$ cat src/rtl/lsu_pkg.sv
// -----------------------------------------------------------------------------
// lsu_pkg
// Shared definitions for the load/store unit: access-size encodings, the
// controller state enumeration and a helper that maps a size code to the
// number of bytes touched by the access.
// -----------------------------------------------------------------------------
package lsu_pkg;

    // Access size encodings carried on req_size
    localparam logic [1:0] SIZE_B = 2'b00;
    localparam logic [1:0] SIZE_H = 2'b01;
    localparam logic [1:0] SIZE_W = 2'b10;
    localparam logic [1:0] SIZE_D = 2'b11;

    // Controller states
    typedef enum logic [2:0] {
        IDLE   = 3'd0,
        LOAD   = 3'd1,
        RMW_RD = 3'd2,
        RMW_WR = 3'd3,
        STORE  = 3'd4,
        RESP   = 3'd5
    } lsu_state_t;

    // Number of bytes covered by an access of the given size
    function automatic logic [3:0] byte_count(input logic [1:0] size);
        logic [3:0] n;
        case (size)
            SIZE_B:  n = 4'd1;
            SIZE_H:  n = 4'd2;
            SIZE_W:  n = 4'd4;
            default: n = 4'd8;
        endcase
        return n;
    endfunction

endpackage

$ cat src/rtl/lsu_byte_lane.sv


module lsu_byte_lane
    import lsu_pkg::*;
(
    input  logic [63:0] i_rdata,
    input  logic [63:0] i_wdata,
    input  logic [1:0]  i_size,
    input  logic        i_unsigned,
    output logic [63:0] o_load_data,
    output logic [63:0] o_merge_data
);

    // Extract/extend the load value and build the read-modify-write word
    always_comb begin
        o_load_data  = i_rdata;
        o_merge_data = i_wdata;
        case (i_size)
            SIZE_B: begin
                if (i_unsigned) begin
                    o_load_data = {56'd0, i_rdata[63:56]};
                end else begin
                    o_load_data = {{56{i_rdata[63]}}, i_rdata[63:56]};
                end
                o_merge_data = {i_wdata[7:0], i_rdata[55:0]};
            end
            SIZE_H: begin
                if (i_unsigned) begin
                    o_load_data = {48'd0, i_rdata[63:48]};
                end else begin
                    o_load_data = {{48{i_rdata[63]}}, i_rdata[63:48]};
                end
                o_merge_data = {i_wdata[15:0], i_rdata[47:0]};
            end
            SIZE_W: begin
                if (i_unsigned) begin
                    o_load_data = {32'd0, i_rdata[63:32]};
                end else begin
                    o_load_data = {{32{i_rdata[63]}}, i_rdata[63:32]};
                end
                o_merge_data = {i_wdata[31:0], i_rdata[31:0]};
            end
            default: begin
                // Doubleword: no extension, the unsigned flag has no effect
                o_load_data  = i_rdata;
                o_merge_data = i_wdata;
            end
        endcase
    end

endmodule

$ cat src/rtl/load_store_unit.sv
// -----------------------------------------------------------------------------
// load_store_unit
// Single-outstanding load/store controller in front of a 64-bit big-endian
// memory with combinational read and synchronous write. Narrow stores are
// done as read-modify-write of the doubleword at the access address.
// Optional build macro: LSU_ALIGN_CHECK_EN -- when defined, a request whose
// address is not a multiple of its access size is answered immediately with
// resp_misaligned=1 and never touches memory.
// Ports:
//   clk, reset (async, active-low)
//   req_valid/req_ready, req_we, req_size, req_unsigned, req_addr, req_wdata
//   resp_valid/resp_ready, resp_rdata, resp_misaligned
//   MemRead, MemWrite, mem_addr, mem_wdata, mem_rdata
// -----------------------------------------------------------------------------
module load_store_unit
    import lsu_pkg::*;
#(
    parameter int ADDR_W = 64
) (
    input  logic              clk,
    input  logic              reset,
    input  logic              req_valid,
    input  logic              req_we,
    input  logic [1:0]        req_size,
    input  logic              req_unsigned,
    input  logic [ADDR_W-1:0] req_addr,
    input  logic [63:0]       req_wdata,
    output logic              req_ready,
    output logic              resp_valid,
    input  logic              resp_ready,
    output logic [63:0]       resp_rdata,
    output logic              resp_misaligned,
    output logic              MemRead,
    output logic              MemWrite,
    output logic [ADDR_W-1:0] mem_addr,
    output logic [63:0]       mem_wdata,
    input  logic [63:0]       mem_rdata
);

    lsu_state_t        r_state;
    logic [ADDR_W-1:0] r_addr;
    logic [1:0]        r_size;
    logic              r_unsigned;
    logic [63:0]       r_wdata;     // store payload, becomes merged word in RMW
    logic              r_resp_valid;
    logic [63:0]       r_rdata;
    logic              r_misaligned;

    logic [63:0]       w_load_data;
    logic [63:0]       w_merge_data;
    logic              w_misaligned;

`ifdef LSU_ALIGN_CHECK_EN
    logic [3:0]        w_align_mask;
    assign w_align_mask = byte_count(req_size) - 4'd1;
    assign w_misaligned = |(req_addr[2:0] & w_align_mask[2:0]);
`else
    assign w_misaligned = 1'b0;
`endif

    lsu_byte_lane u_lane (
        .i_rdata      (mem_rdata),
        .i_wdata      (r_wdata),
        .i_size       (r_size),
        .i_unsigned   (r_unsigned),
        .o_load_data  (w_load_data),
        .o_merge_data (w_merge_data)
    );

    // Memory strobes are a pure decode of the state register so reset drops them at once
    assign MemRead         = (r_state == LOAD) || (r_state == RMW_RD);
    assign MemWrite        = (r_state == RMW_WR) || (r_state == STORE);
    assign req_ready       = reset && (r_state == IDLE);
    assign mem_addr        = r_addr;
    assign mem_wdata       = r_wdata;
    assign resp_valid      = r_resp_valid;
    assign resp_rdata      = r_rdata;
    assign resp_misaligned = r_misaligned;

    // Request sequencing FSM with registered response outputs
    always_ff @(posedge clk or negedge reset) begin
        if (!reset) begin
            r_state      <= IDLE;
            r_addr       <= '0;
            r_size       <= 2'b00;
            r_unsigned   <= 1'b0;
            r_wdata      <= 64'd0;
            r_resp_valid <= 1'b0;
            r_rdata      <= 64'd0;
            r_misaligned <= 1'b0;
        end else begin
            case (r_state)
                IDLE: begin
                    if (req_valid) begin
                        r_addr     <= req_addr;
                        r_size     <= req_size;
                        r_unsigned <= req_unsigned;
                        r_wdata    <= req_wdata;
                        r_rdata    <= 64'd0;
                        if (w_misaligned) begin
                            r_state      <= RESP;
                            r_resp_valid <= 1'b1;
                            r_misaligned <= 1'b1;
                        end else if (!req_we) begin
                            r_state <= LOAD;
                        end else if (req_size == SIZE_D) begin
                            r_state <= STORE;
                        end else begin
                            r_state <= RMW_RD;
                        end
                    end
                end
                LOAD: begin
                    r_rdata      <= w_load_data;
                    r_resp_valid <= 1'b1;
                    r_state      <= RESP;
                end
                RMW_RD: begin
                    // Old doubleword is merged here so the write cycle drives a register
                    r_wdata <= w_merge_data;
                    r_state <= RMW_WR;
                end
                RMW_WR, STORE: begin
                    r_rdata      <= 64'd0;
                    r_resp_valid <= 1'b1;
                    r_state      <= RESP;
                end
                RESP: begin
                    if (resp_ready) begin
                        r_resp_valid <= 1'b0;
                        r_misaligned <= 1'b0;
                        r_state      <= IDLE;
                    end
                end
                default: begin
                    r_state <= IDLE;
                end
            endcase
        end
    end

endmodule
$ cat config.mk
export PLATFORM = sky130hd
export DESIGN_NAME = load_store_unit
export DESIGN_NICKNAME = d
export VERILOG_FILES = /design/src/rtl/lsu_pkg.sv /design/src/rtl/lsu_byte_lane.sv /design/src/rtl/load_store_unit.sv
export SDC_FILE = /design/constraint.sdc
export NUM_CORES = 1
export LEC_CHECK = 0
export CAP_MARGIN = 20
export CORE_AREA = 2 2 154 156
export CTS_BUF_LIST = sky130_fd_sc_hd__clkbuf_4 sky130_fd_sc_hd__clkbuf_8
export DETAILED_ROUTE_END_ITERATION = 6
export DIE_AREA = 0 0 156 158
export PLACE_DENSITY = 0.8
export REMOVE_ABC_BUFFERS = 1
export SYNTH_ARGS = -nofsm -noshare
export SYNTH_HDL_FRONTEND = slang
export SYNTH_SLANG_ARGS = --single-unit
export TNS_END_PERCENT = 20
$ cat constraint.sdc
create_clock -name clk -period 3.2 [get_ports clk]
set_clock_uncertainty 0.1 [all_clocks]
set_input_delay 0.48 -clock clk [delete_from_list [all_inputs] [get_ports clk]]
set_output_delay 0.48 -clock clk [all_outputs]
set_load 0.005 [all_outputs]
==> impl_metrics.yaml, run 1 <==
status:
  status: "finished clean"
synth:
  ys_async_sr_fraction_pct: 100
  yosysWarnings: 0
  synth_seq_area_share_pct: 50.3
  synthFlopType: "dfrtp_1"
  synth.avg_cell_area_um2: 12.0
  synth-seq-cells: 199
  synth_largest_area_cell: "dfrtp_1"
  synth-edff-count: 0
  yosysUniqueCellTypes: 42
  synth_top_area_share_pct: 50.3
  syn_inst: 821
  syn_area_um2: 9890
  ys_top_cells_by_area: "dfrtp_1 50%, mux2_2 9.7%, mux2_4 7.0%, a32o_1 6.5%, o31ai_1 4.9%"
layout:
  final_area_um2: 14500
  fin_cells: 1483
  nNetsFinal: 1383
  synthToLayoutAreaGrowth_pct: 46.9
  drive_above_1_share_pct: 17.3
  layout.area.seq_um2: 4980
  multi_input_area_um2: 4550
  final_common_cell: "clkdlybuf4s50_1"
  layout_common_cells: "394 x clkdlybuf4s50_1, 199 x dfrtp_1, 85 x mux2_2, 67 x nand2b_1"
  nFillCells: 1830
power:
  cellPowerDensity_nw_per_um2: 877
  ir_drop_v: 0.000427
  p_leak_nw: 5.89
floorplanning:
  core_um2: 23100
  io-pin-count: 397
  start_util_pct: 42.9
  die_w_um: 156
  die_h_um: 158
  die_area_um2: 24600
  placementRows: 56
grt:
  track_usage_pct: 28.1
  antenna_found_initial: 1
  grt_pass1_vias: 8961
  grt_overflow_total: 0
  grt_max_degree: 180
  grt_pass1_wl_mm: 52.0
setup_path:
  startpoint_type: "flip-flop"
  crit_arrival_ns: 2.45
  critPathMaxStageDelay_ns: 0.58
  r2r_cells: 3
  rr_endpoint: "mem_wdata[46]$_DFFE_PN0P_"
  crit_chain: "or2_2, nor3b_1, clkdlybuf4s50_1"
  critical_path_class: "reg -> out"
  r2r-start: "r_state[1]$_DFFE_PN0P_"
  end_kind: "output port"
  worstPathRequired_ns: 2.62
  worstPathMaxFanout: 17
  regToRegSetupSlack_ns: 0.59
  cp_slowest_cell: "clkdlybuf4s50_1"
sta:
  rsz0062_at_grt: "no"
  finalHoldViolCount: 0
  fin_ws_ns: 0.173
  fmax_ghz: 0.330
  final.setup.tns_ns: 0
  slew_viol_final: 0
  tightestPinTransition_ns: 1.24
  finalSetupViolCount: 0
  period_share_pct: 94.6
  max-slew-margin-rel_pct: 17.4
  fin_crit_ns: 3.03
place:
  port_buffers: 395
  dp_slack_ns: 0.265
  dp.cells: 1449
  gp_congestion: 0.827
  dp_hpwl_mm: 24.7
  dpl_cell_area_um2: 14100
route:
  dr.max_layer_used: "met4"
  vias: 8677
  final_antenna_net_count: 0
  wl_mm: 35.2
  vias_per_cell: 5.85
  drt-initial-drc-count: 694
  drt-pass1-iter-count: 5
  routedWlPerCell_um: 23.7
  met2WireLength_mm: 17.7
  wl_met1_mm: 13.1
  wl_met3_mm: 3.00
  drc: 0
clock_tree:
  cts_tree: "built"
  cts_resized: 0
  cts.htree.levels: 4
  clk_latency_ns: 0.47
  cts_setup_buffers: 0
  clockRootBuffer: "clkbuf_8"
  numCtsBuffers: 17
  clockBufferDepth: 2
  cts_sinks: 199
  clk_pin_slew_ns: 0.11
flow_run:
  max_cap_viol_count: 0
hold_path:
  hp-class: "in -> async"
what timing repair did:
item                       4_1_cts  5_1_grt
hold endpoints to repair        20        0
setup endpoints to repair        0        0
hold buffers                     1        0
report_power, final:
group          switching (mW)  internal (mW)  total (mW)
logic                    3.05           3.74        6.79
registers               0.770           3.60        4.37
clock network            1.01          0.574        1.58
total                    4.83           7.91        12.7
state kept, by name, summed over array words and instances (netlist names):
name and cells:
mem_addr 64, mem_wdata 64, r_size 2, r_state 3
r_unsigned 1, resp_rdata 64, resp_valid 1
worst max-delay path by stage:
stage | from | end | slack, ns | cells after the start
after floorplan | r_state[0]$_DFFE_PN0P_ | mem_addr[0]$_DFFE_PN0P_ | -1.28 | 3
after global placement | req_valid | mem_wdata[35]$_DFFE_PN0P_ | 0.31 | 4
after detailed placement | req_valid | mem_wdata[46]$_DFFE_PN0P_ | 0.26 | 4
after CTS | r_state[0]$_DFFE_PN0P_ | req_ready | 0.15 | 3
after global routing | r_state[0]$_DFFE_PN0P_ | req_ready | 0.09 | 3
final | r_state[0]$_DFFE_PN0P_ | req_ready | 0.17 | 3
Yosys cell counts, types with 2 or more instances:
cell       instances
nand3_1           10
nand2b_1          67
buf_1              5
buf_6              5
o211ai_1          16
clkbuf_1          54
inv_1              6
a2111oi_0          5
a22oi_1           16
o31ai_1           64
a22o_1            11
buf_2             13
nand2_1           25
buf_4              7
dfrtp_1          199
mux2_4            46
and3_1             5
a211oi_1          12
a32o_1            64
mux2_2            85
nor3b_1            2
ha_1               4
a221oi_1          16
nor3_1             2
nor2_1            37
o21ai_0            3
nor2b_1           17
a21oi_1           11
metal layers:
| metal | vias up | global-route usage, % |
|---|---|---|
| met5 | - | 0 |
| met4 | 0 | 12.5 |
| met3 | 79 | 7.31 |
| met2 | 457 | 49.6 |
| met1 | 4321 | 32.1 |
| li1 | 3820 | - |
cells by family after synthesis:
group / share of synthesized area, %
AOI/OAI and AO/OA: 18.5
buffers and inverters: 4.23
DFF: 50.3
other: 0.0379
xor gates and xnor gates: 0.0886
and+or+nand+nor: 9.63
muxes: 16.7
adders and majority gates: 0.506
metrics by stage:
stage | util [%] | total power, mW | hold WS (ns)
2_1_floorplan | - | 7.18 | 0.0844
3_3_place_gp | 61.4 | 11.0 | 0.222
3_5_place_dp | 61.4 | 11.2 | 0.225
4_1_cts | 63.0 | 12.8 | 0.279
5_1_grt | 63.0 | 13.5 | 0.284
6_report | 63.0 | 12.7 | 0.315
cell type report:
cell class              instances  area share (%)
flip-flops and latches        199            34.3
multi-input cells             532            31.3
repair buffers                423            29.2
well taps                     290            2.50
clock buffers                  17            1.61
clock inverters                15           0.947
inverters                       6           0.155
diodes                          1          0.0172
worst max-delay path: cells and delay by family (launching register included):
kind | cells | cell delay [ns]
DFF | 1 | 0.50
buffers and inverters | 1 | 0.58
and+or+nand+nor | 2 | 0.91
Note: power is estimated with default switching activity, not from simulation.
==> inputs of run 2 (changes only) <==
--- a/config.mk
+++ b/config.mk
@@ -15,4 +15,4 @@
 export SYNTH_ARGS = -nofsm -noshare
 export SYNTH_HDL_FRONTEND = slang
 export SYNTH_SLANG_ARGS = --single-unit
-export TNS_END_PERCENT = 20
+export TNS_END_PERCENT = 1
==> constraint.sdc (replaced) <==
create_clock -name clk -period 3.2 [get_ports clk]
set_clock_uncertainty 0.1 [all_clocks]
set_input_delay 0.32 -clock clk [delete_from_list [all_inputs] [get_ports clk]]
set_output_delay 0.32 -clock clk [all_outputs]
set_load 0.05 [all_outputs]
==> run 2 against run 1 <==
Against the previous run:
- final cell count up 0.27%
- power up 29%
- sequential cell count unchanged
- sequential power about the same
- global-route usage up 0.19 points
- critical path depth unchanged
- wire length up 0.48%
- clock power up 3%
- combinational power up 53%
- largest power group unchanged
==> impl_metrics.yaml, run 2 (synthesis results as in run 1) <==
status:
  status: "finished clean"
power:
  p_leak_nw: 5.89
  sw_frac_of_total_pct: 51.7
  power_frac_comb_pct: 63.6
  cellPowerDensity_nw_per_um2: 1130
  cell_internal_pwr_mw: 7.92
  pwr-share-clk_pct: 9.9
  pwr-share-seq_pct: 26.5
  p_sw_mw: 8.48
  ir_drop_v: 0.000613
route:
  wl_mm: 35.3
  wl_met3_mm: 3.06
  vias: 8627
  dr.max_layer_used: "met4"
  routedWlPerCell_um: 23.8
  vias_per_cell: 5.80
  drt-initial-drc-count: 586
  wl_met1_mm: 13.6
  final_antenna_net_count: 0
  drc: 0
  met2WireLength_mm: 17.8
  drt-pass1-iter-count: 5
layout:
  nNetsFinal: 1385
  final_core_util_pct: 63.0
  final_area_um2: 14500
  layout_common_cells: "394 x clkdlybuf4s50_1, 199 x dfrtp_1, 85 x mux2_2, 67 x nand2b_1"
  drive_above_1_share_pct: 17.4
  synthToLayoutAreaGrowth_pct: 46.9
  final_common_cell: "clkdlybuf4s50_1"
  nFillCells: 1839
sta:
  hold_ws_ns: 0.200
  rsz0062_at_grt: "no"
  max-slew-margin-rel_pct: 33.5
  tightestPinTransition_ns: 0.995
  fmax_ghz: 0.324
  slew_viol_final: 0
  finalSetupViolCount: 0
  finalHoldViolCount: 0
  fin_crit_ns: 3.08
  fin_ws_ns: 0.117
  period_share_pct: 96.3
floorplanning:
  die_area_um2: 24600
  die_w_um: 156
  core_um2: 23100
  io-pin-count: 397
  placementRows: 56
  die_h_um: 158
  start_util_pct: 42.9
setup_path:
  startpoint_type: "flip-flop"
  critPathMaxStageDelay_ns: 0.89
  worstPathMaxFanout: 17
  worstPathRequired_ns: 2.78
  crit_chain: "or2_2, nor3b_1, clkdlybuf4s50_1"
  crit_arrival_ns: 2.66
  end_kind: "output port"
  critical_path_class: "reg -> out"
  cp_slowest_cell: "clkdlybuf4s50_1"
  regToRegSetupSlack_ns: 0.56
clock_tree:
  clk_latency_ns: 0.48
  cts_sinks: 199
  numCtsBuffers: 17
  clockBufferDepth: 2
  clockRootBuffer: "clkbuf_8"
  clk_pin_slew_ns: 0.13
  cts_resized: 0
  cts.htree.levels: 4
  cts_tree: "built"
  cts_setup_buffers: 0
grt:
  grt_overflow_total: 0
  grt_pass1_wl_mm: 52.4
  antenna_found_initial: 3
  grt_pass1_vias: 8846
  track_usage_pct: 28.3
  grt_max_degree: 68
hold_path:
  hp-class: "in -> async"
place:
  dp_hpwl_mm: 25.1
  dpl_cell_area_um2: 14100
  port_buffers: 395
  dp_slack_ns: 0.351
  gp_congestion: 0.831
flow_run:
  max_cap_viol_count: 0
==> run 2: power by group through the flow <==
stage	sequential (mW)	clock, mW	combinational [mW]
after floorplan	7.89	0	2.90
after global placement	4.34	0	10.3
after detailed placement	4.39	0	10.4
after CTS	4.35	1.66	10.4
after global routing	4.48	1.78	10.9
final	4.35	1.63	10.4
==> run 2: what timing repair did <==
action                     CTS  global route
setup endpoints to repair    0             0
hold buffers                 1             0
hold endpoints to repair    39             0
==> run 2: through the flow <==
step	power, mW	TNS (ns)	std cells
final	16.4	0	1487
after global routing	17.1	0	1487
after CTS	16.4	0	1484
after detailed placement	14.8	0	1451
after global placement	14.6	0	1451
after floorplan	10.8	-115.27	737
==> run 2: metal layers <==
metal,vias up,GRT usage [%]
met2,440,49.0
met1,4313,34.0
met3,58,7.45
met5,-,0
met4,0,10.4
li1,3816,-
==> run 2: worst max-delay path: cells and delay by family, from the launching register on <==
kind	cells	cell delay, ns
buffers and inverters	1	0.89
DFF	1	0.51
and+or+nand+nor	2	0.81
==> run 2: path summary, 6_finish.rpt <==
kind,end,cells after the start,start
worst max-delay path,req_ready,3,r_state[0]$_DFFE_PN0P_
max in group asynchronous,mem_addr[40]$_DFFE_PN0P_,4,reset
min in group clk,mem_wdata[35]$_DFFE_PN0P_,3,req_wdata[35]
worst min-delay path,mem_wdata[2]$_DFFE_PN0P_,2,reset
worst min register to register,resp_rdata[15]$_DFFE_PN0P_,1,resp_rdata[15]$_DFFE_PN0P_
worst max register to register,mem_wdata[53]$_DFFE_PN0P_,3,r_state[1]$_DFFE_PN0P_
==> run 2: final cells by class <==
type / count / area (um2) / share of cell area, %
inverters: 6 / 22.5 / 0.155
repair buffers: 425 / 4220 / 29.1
well taps: 290 / 363 / 2.50
flip-flops and latches: 199 / 4980 / 34.3
multi-input cells: 532 / 4550 / 31.3
clock buffers: 19 / 255 / 1.76
diodes: 3 / 7.51 / 0.0517
clock inverters: 13 / 136 / 0.938
==> inputs of run 3 (changes only) <==
==> constraint.sdc (replaced) <==
create_clock -name clk -period 3.6 [get_ports clk]
set_clock_uncertainty 0.1 [all_clocks]
set_input_delay 0.36 -clock clk [delete_from_list [all_inputs] [get_ports clk]]
set_output_delay 0.36 -clock clk [all_outputs]
set_load 0.05 [all_outputs]
==> run 3 against run 2 <==
Against the previous run:
- hold slack better by 0.18 ns
- sequential power shrank 11%
- sequential cell count unchanged
- non-clock buffer count fell by 9
- critical path depth did not move
- register-to-register slack better by 0.34 ns
- sequential share of layout area is 0.17 points higher
- clock-buffer cell count shrank 1
- largest power group unchanged
==> impl_metrics.yaml, run 3 (synthesis results as in run 1) <==
status:
  status: "finished clean"
power:
  pwr-share-seq_pct: 26.8
  ir_drop_v: 0.000463
  cellPowerDensity_nw_per_um2: 1000
  p_leak_nw: 5.85
  cell_internal_pwr_mw: 7.01
  power_frac_comb_pct: 62.9
  total_power_mw: 14.5
  sw_frac_of_total_pct: 51.7
  pwr-share-clk_pct: 10.3
  p_sw_mw: 7.50
floorplanning:
  die_w_um: 156
  io-pin-count: 397
  die_h_um: 158
  start_util_pct: 42.9
  placementRows: 56
  die_area_um2: 24600
  core_um2: 23100
grt:
  grt_pass1_wl_mm: 51.6
  grt_pass1_vias: 8713
  grt_max_degree: 150
  antenna_found_initial: 1
  track_usage_pct: 27.9
  grt_overflow_total: 0
sta:
  tightestPinTransition_ns: 1.10
  fmax_ghz: 0.319
  fin_crit_ns: 3.13
  finalSetupViolCount: 0
  finalHoldViolCount: 0
  rsz0062_at_grt: "no"
  fin_ws_ns: 0.469
  max-slew-margin-rel_pct: 26.3
  slew_viol_final: 0
  period_share_pct: 87.0
layout:
  multi_input_area_um2: 4550
  final_common_cell: "clkdlybuf4s50_1"
  drive_above_1_share_pct: 16.8
  nFillCells: 1888
  nNetsFinal: 1376
  layout.area.seq_um2: 4980
  layout_common_cells: "394 x clkdlybuf4s50_1, 199 x dfrtp_1, 85 x mux2_2, 67 x nand2b_1"
  final_core_util_pct: 62.7
  synthToLayoutAreaGrowth_pct: 46.2
setup_path:
  cp_slowest_cell: "clkdlybuf4s50_1"
  worstPathMaxFanout: 17
  crit_chain: "or2_2, nor3b_1, clkdlybuf4s50_1"
  critPathMaxStageDelay_ns: 0.87
  end_kind: "output port"
  startpoint_type: "flip-flop"
  critical_path_class: "reg -> out"
  worstPathRequired_ns: 3.14
  crit_arrival_ns: 2.67
clock_tree:
  cts.htree.levels: 4
  clockRootBuffer: "clkbuf_8"
  cts_sinks: 199
  clockBufferDepth: 2
  numCtsBuffers: 17
  cts_resized: 0
  cts_tree: "built"
  clk_pin_slew_ns: 0.11
  clk_latency_ns: 0.48
route:
  routedWlPerCell_um: 23.7
  final_antenna_net_count: 0
  vias: 8608
  drc: 0
  vias_per_cell: 5.83
  drt-initial-drc-count: 641
  wl_mm: 35.0
  drt-pass1-iter-count: 5
place:
  gp_congestion: 0.816
  port_buffers: 395
  dp_hpwl_mm: 24.2
  dp_slack_ns: 0.838
flow_run:
  max_cap_viol_count: 0
hold_path:
  hp-class: "in -> reg"
run 3: cell count changes in the layout (fill, tap and decap cells not counted), sizes merged:
cell	change
buf	-9
bufinv	+1
clkbuf	-1
clkinv	-1
diode	-2
inv	+1
run 3: per-layer routing:
metal / GRT usage [%] / vias up / share of wire [%]
li1: - / 3792 / -
met2: 48.7 / 462 / 50
met4: 10.6 / 0 / 3.0
met5: 0 / - / 0
met3: 7.77 / 63 / 9.1
met1: 32.7 / 4291 / 37
run 3: timing repair:
action                                 4_1_cts  5_1_grt
hold buffers                                 1        0
endpoints found under the hold margin      104        0
setup buffers                                0        0
run 3: area by class of cell:
| class | count | area share [%] |
|---|---|---|
| clock buffers | 18 | 1.67 |
| flip-flops and latches | 199 | 34.4 |
| inverters | 6 | 0.156 |
| well taps | 290 | 2.51 |
| multi-input cells | 532 | 31.4 |
| diodes | 1 | 0.0173 |
| repair buffers | 416 | 28.7 |
| clock inverters | 14 | 1.13 |
run 3: path summary, 6_finish.rpt:
path | from | end | slack, ns | cells past startpoint
min in group asynchronous | reset | resp_rdata[7]$_DFFE_PN0P_ | 0.55 | 3
setup reg to reg | r_size[1]$_DFFE_PN0P_ | mem_wdata[36]$_DFFE_PN0P_ | 0.90 | 5
setup / recovery | r_state[0]$_DFFE_PN0P_ | req_ready | 0.47 | 3
hold reg to reg | resp_rdata[9]$_DFFE_PN0P_ | resp_rdata[9]$_DFFE_PN0P_ | 0.40 | 1
hold / removal | req_wdata[35] | mem_wdata[35]$_DFFE_PN0P_ | 0.38 | 3
max in group asynchronous | reset | resp_rdata[25]$_DFFE_PN0P_ | 1.63 | 4
run 3: through the flow:
stage	instances	setup TNS (ns)	area (um2)	hold slack [ns]
after floorplan	737	-66.50	9500	-0.0356
after global placement	1442	0	14000	0.372
after detailed placement	1442	0	14000	0.380
after CTS	1475	0	14500	0.368
after global routing	1476	0	14500	0.368
final	1476	0	14500	0.384
run 3: critical path, delay by kind of cell, from the launching register on:
| kind | cells | cell delay, ns |
|---|---|---|
| AND/OR/NAND/NOR | 2 | 0.84 |
| buffers and inverters | 1 | 0.87 |
| flip-flops | 1 | 0.50 |
run 3: power by group through the flow:
stage | clock, mW | combinational (mW) | sequential, mW
floorplan | 0 | 2.57 | 7.01
global placement | 0 | 9.01 | 3.88
detailed placement | 0 | 9.11 | 3.93
CTS | 1.53 | 9.14 | 3.88
global route | 1.61 | 9.53 | 4.00
finish | 1.49 | 9.13 | 3.88
